[config.mk]
export PLATFORM = sky130hd
export DESIGN_NAME = enigma_plugboard
export DESIGN_NICKNAME = d
export VERILOG_FILES = /design/src/rtl/enigma_pkg.sv /design/src/rtl/enigma_swap_table.sv /design/src/rtl/enigma_plugboard.sv
export SDC_FILE = /design/constraint.sdc
export NUM_CORES = 1
export LEC_CHECK = 0
export ABC_CLOCK_PERIOD_IN_PS = 3100
export CAP_MARGIN = 10
export CORE_ASPECT_RATIO = 1.2
export CORE_UTILIZATION = 36
export DETAILED_ROUTE_END_ITERATION = 16
export DONT_BUFFER_PORTS = 1
export GPL_ROUTABILITY_DRIVEN = 0
export SLEW_MARGIN = 20
export SYNTH_ARGS = -nofsm -noshare
export SYNTH_HDL_FRONTEND = slang
export SYNTH_SLANG_ARGS = --single-unit
[constraint.sdc]
create_clock -name clk -period 3.1 [get_ports clk]
set_clock_uncertainty 0.05 [all_clocks]
set_input_delay 0.62 -clock clk [delete_from_list [all_inputs] [get_ports clk]]
set_output_delay 0.62 -clock clk [all_outputs]
set_load 0.01 [all_outputs]
[src/rtl/enigma_pkg.sv]
// Shared definitions for the Enigma datapath stages: alphabet geometry,
// symbol/letter types and the plugboard configuration FSM states.
package enigma_pkg;

  localparam int N_LETTERS = 26;
  localparam int DW        = 8;
  localparam int MAX_PAIRS = 13;
  localparam int LW        = 5;

  typedef logic [LW-1:0] letter_t;
  typedef logic [DW-1:0] sym_t;

  typedef enum logic {
    RUN  = 1'b0,
    LOAD = 1'b1
  } state_t;

  function automatic logic is_letter(input sym_t s);
    return s < sym_t'(N_LETTERS);
  endfunction

endpackage

[src/rtl/enigma_swap_table.sv]
// Reciprocal letter-swap register file: identity clear, dual-entry pair write,
// "unplugged" query on the two write addresses and one combinational read port.
module enigma_swap_table
  import enigma_pkg::*;
(
  input  logic          clk,
  input  logic          reset_n,
  input  logic          clr,
  input  logic          wr_en,
  input  logic [LW-1:0] wr_a,
  input  logic [LW-1:0] wr_b,
  input  logic [LW-1:0] rd_addr,
  output logic          free_a,
  output logic          free_b,
  output logic [LW-1:0] rd_data
);

  letter_t map_q [N_LETTERS];
  letter_t map_d [N_LETTERS];

  // Queries see the table as it will look after a same-cycle clear.
  always_comb begin
    free_a  = 1'b0;
    free_b  = 1'b0;
    rd_data = '0;
    for (int i = 0; i < N_LETTERS; i++) begin
      if (wr_a == letter_t'(i)) free_a = clr || (map_q[i] == letter_t'(i));
      if (wr_b == letter_t'(i)) free_b = clr || (map_q[i] == letter_t'(i));
      if (rd_addr == letter_t'(i)) rd_data = map_q[i];
    end
  end

  always_comb begin
    for (int i = 0; i < N_LETTERS; i++) begin
      map_d[i] = clr ? letter_t'(i) : map_q[i];
      if (wr_en && (wr_a == letter_t'(i))) map_d[i] = wr_b;
      if (wr_en && (wr_b == letter_t'(i))) map_d[i] = wr_a;
    end
  end

  always_ff @(posedge clk or negedge reset_n) begin
    if (!reset_n) begin
      for (int i = 0; i < N_LETTERS; i++) map_q[i] <= letter_t'(i);
    end else begin
      for (int i = 0; i < N_LETTERS; i++) map_q[i] <= map_d[i];
    end
  end

endmodule

[src/rtl/enigma_plugboard.sv]
// Steckerbrett stage: serial pair loading with validation in LOAD, and a
// one-cycle registered symbol substitution with valid/done handshake in RUN.
module enigma_plugboard
  import enigma_pkg::*;
(
  input  logic          clk,
  input  logic          reset_n,
  input  logic          set,
  input  logic          cfg_valid,
  input  logic [DW-1:0] cfg_a,
  input  logic [DW-1:0] cfg_b,
  input  logic          valid,
  input  logic [DW-1:0] din,
  output logic [DW-1:0] dout,
  output logic          done,
  output logic          cfg_err,
  output logic [3:0]    pair_cnt
);

  state_t        state_q, state_d;
  logic [DW-1:0] dout_q, dout_d;
  logic          done_q, done_d;
  logic          cfg_err_q, cfg_err_d;
  logic [3:0]    pair_cnt_q, pair_cnt_d;

  logic          entering, cfg_mode, run_mode;
  logic          free_a, free_b, pair_ok, wr_en;
  logic [3:0]    cnt_eff;
  logic [LW-1:0] rd_data;

  enigma_swap_table u_table (
    .clk     (clk),
    .reset_n (reset_n),
    .clr     (entering),
    .wr_en   (wr_en),
    .wr_a    (cfg_a[LW-1:0]),
    .wr_b    (cfg_b[LW-1:0]),
    .rd_addr (din[LW-1:0]),
    .free_a  (free_a),
    .free_b  (free_b),
    .rd_data (rd_data)
  );

  always_ff @(posedge clk or negedge reset_n) begin
    if (!reset_n) begin
      state_q    <= RUN;
      dout_q     <= '0;
      done_q     <= 1'b0;
      cfg_err_q  <= 1'b0;
      pair_cnt_q <= '0;
    end else begin
      state_q    <= state_d;
      dout_q     <= dout_d;
      done_q     <= done_d;
      cfg_err_q  <= cfg_err_d;
      pair_cnt_q <= pair_cnt_d;
    end
  end

  always_comb begin
    state_d = state_q;
    case (state_q)
      RUN:     if (set)  state_d = LOAD;
      LOAD:    if (!set) state_d = RUN;
      default: state_d = RUN;
    endcase
  end

  // The set-rising cycle already behaves as LOAD, on top of a cleared table.
  always_comb begin
    entering = (state_q == RUN) && set;
    cfg_mode = (state_q == LOAD) || set;
    run_mode = (state_q == RUN) && !set;

    cnt_eff = entering ? 4'd0 : pair_cnt_q;
    pair_ok = is_letter(cfg_a) && is_letter(cfg_b) && (cfg_a != cfg_b) &&
              free_a && free_b && (cnt_eff < 4'(MAX_PAIRS));
    wr_en      = cfg_mode && cfg_valid && pair_ok;
    cfg_err_d  = cfg_mode && cfg_valid && !pair_ok;
    pair_cnt_d = cnt_eff + {3'b000, wr_en};

    done_d = valid && run_mode;
    dout_d = dout_q;
    if (done_d) dout_d = is_letter(din) ? {{(DW-LW){1'b0}}, rd_data} : din;
  end

  assign dout     = dout_q;
  assign done     = done_q;
  assign cfg_err  = cfg_err_q;
  assign pair_cnt = pair_cnt_q;

endmodule

==> run metrics <==
Switch Pwr=between 1 and 1.5 mW; post-synthesis sequential area ratio=between 30% and 40%; Sw Ratio=27.6%; # diodes=0; Via Count=10600; sequential power share=42.3%; DRC violation count after routing=0; Final #Nets=around 1300; status=finished with violations; initial antenna violation count=0; clock sinks=145; Critical Path Start Type=flop; critical path class=reg2reg; drt total wl=~40 mm; Avg WL per Cell=25.8 microns; Yosys reg bits=between 100 and 150; Main synth FF type=dfrtp_1; synth warn=0; share of cells above drive strength 1=a little over a fifth; number of global-route vias before repair=around 10000; clock-pin slew on the worst setup and hold paths=0.06 ns; critical path fanouts, max=7; drt first pass iters=5; Mapped Area=between 9000 and 10000 sq um; worst min-delay path class=in2async; clk_lat worst skew=0.46 ns; TNS Setup=-0.00982 ns; Leak Pwr=4.53 nW; library cells used by synthesis=between 80 and 90; Initial Utilization=36.5%; CTS tree=built; first-pass GRT wire length=62.7 mm; die width=153 microns; Site Rows=66; Routed Antenna Nets=0; Final Hold Fails=0; RSZ-0062 raised after global routing=yes; Die H=around 180 microns; Setup crit end kind=flop; I/O pins=43; Core Util, Final=a little over two fifths; DRT iter0 DRCs=1320; Clk pwr share=about 46%; EDFF count, synth=0; max-cap violations=0; core area=around 27000 sq um; final cycle utilization of the critical path=100%; Syn Inst Count=roughly 1200; CP arrival=approximately 3.4 ns; Tmin final=3.11 ns; global route overflow=0; largest net degree at the start of global routing=146; GRT Total Usage=about 30%; Peak supply drop=0.343 mV; Gate power share=11.6%; Num CTS Buffers=17; Vias/cell=approximately 6.6; asr flop ratio synth=100%; fmax=around 320 MHz; CP required=3.43 ns; P per Cell Area=397 nW/um^2; Root Buffer=clkbuf_16; syn_area_per_cell=8.14 sq um; area grow syn2layout=17.3%; Setup violations, final=1; worst rel slew slack=45.7%; die area=28100 sq um; Final Slew Violations=0; internal power=around 3.3 mW; port bufs=0; failing checks=setup timing; hpwl dp=~27 mm; clk buf depth=2; Slew @ Worst Pin=0.813 ns; syn_nets=1244; Setup WS post-layout=-0.00982 ns; H-tree depth=4
## state kept, by name, indices dropped and copies added, names as in the netlist
register	count
cfg_err	1
done	1
dout	8
pair_cnt	4
state_q	1
u_table.map_q	130
## through the flow
stage / setup WS (ns) / instance area, sq um / power (mW) / instances / hold WS (ns)
2_1_floorplan: -0.0184 / 9950 / 2.36 / 1213 / 0.274
3_3_place_gp: -0.132 / 10800 / 2.43 / 1560 / 0.282
3_5_place_dp: -0.182 / 10800 / 2.43 / 1560 / 0.282
4_1_cts: 0.0128 / 11400 / 4.54 / 1592 / -0.187
5_1_grt: -0.131 / 11600 / 4.72 / 1597 / 0.0864
6_report: -0.00982 / 11600 / 4.59 / 1597 / 0.0426
## power by group through the flow
stage / Clock [mW] / Combinational, mW / Sequential, mW
2_1_floorplan: 0 / 0.388 / 1.97
6_report: 2.12 / 0.533 / 1.94
4_1_cts: 2.13 / 0.465 / 1.94
3_3_place_gp: 0 / 0.457 / 1.97
5_1_grt: 2.21 / 0.568 / 1.94
3_5_place_dp: 0 / 0.458 / 1.97
## layer usage
metal / track usage [%] / up-vias / share of wire [%]
met2: 46.8 / 668 / 46
met4: 20.4 / 0 / 7.4
met5: 0 / - / 0
met1: 36.4 / 5113 / 38
met3: 5.72 / 183 / 8.7
li1: - / 4590 / -
## path summary, 6_finish.rpt
| check | start | to | slack, ns | depth (start not counted) |
|---|---|---|---|---|
| max in group asynchronous | reset_n | dout[5] | 2.54 | 1 |
| min reg2reg | u_table.map_q[6] | u_table.map_q[6] | 0.46 | 2 |
| max | u_table.map_q[57] | pair_cnt[3] | -0.01 | 14 |
| max reg2reg | u_table.map_q[57] | pair_cnt[3] | -0.01 | 14 |
| min in group clk | set | state_q | 0.15 | 0 |
| min | reset_n | u_table.map_q[127] | 0.04 | 1 |
## critical path: stages, from the launching register on
cell,delay (ns)
dfstp_2,0.53
nand2_1,0.05
or4b_4,0.50
a32oi_2,0.25
o21ai_2,0.11
a2111oi_4,0.42
o31ai_4,0.14
a21oi_2,0.23
nand2b_4,0.09
inv_4,0.08
buf_12,0.12
ha_4,0.15
nand3_2,0.09
xor2_1,0.15
nor2_1,0.09
## cell usage after synthesis (all sizes together), types with 29 or more instances
master / n / area share, %
o22ai: 50 / 3.2
a22oi: 58 / 4.4
clkbuf: 66 / 2.5
dfstp: 57 / 15
nand2: 154 / 5.9
nand3: 29 / 1.5
nor2: 127 / 4.9
dfrtp: 88 / 22
o21ai: 101 / 5.1
nor3: 34 / 1.7
buf: 43 / 2.2
a21oi: 82 / 4.2
## cell type report
cell class | instances | area (sq um)
clock inverter | 13 | 138
multi-input combinational | 940 | 5800
clock buffer | 19 | 443
fill | 2678 | 15400
inverter | 19 | 73.8
tap | 340 | 425
timing repair buffer | 121 | 993
sequential | 145 | 3700
## placed cells by master, fill, tap and decap left out, types with 28 or more instances in the layout
| master | synthesis | final |
|---|---|---|
| o21ai_1 | 22 | 31 |
| dfrtp_1 | 88 | 88 |
| o22ai_1 | 50 | 49 |
| nor3_1 | 34 | 34 |
| nand3_1 | 29 | 28 |
| o21ai_0 | 79 | 69 |
| a22oi_1 | 58 | 58 |
| dfstp_2 | 57 | 57 |
| nand2_1 | 154 | 153 |
| nor2_1 | 125 | 124 |
| a21oi_1 | 81 | 79 |
| buf_4 | 3 | 114 |
## cell families (layout without fill, tap and decap cells)
family	Yosys count	count (layout)	share of synthesized area, %
xor+xnor	10	10	0.887
buf+inv	128	172	5.41
compound gates	417	417	27.7
flops	145	145	37.5
simple gates	477	477	23.6
fa+ha+maj	2	2	0.254
mux	34	34	4.72
## what timing repair did
item	4_1_cts	5_1_grt
buffers inserted	0	3
hold endpoints to repair	119	94
pin swaps	1	4
gates resized for setup	10	24
setup endpoints to repair	84	63
No activity file was read; power rests on OpenSTA's default activity.
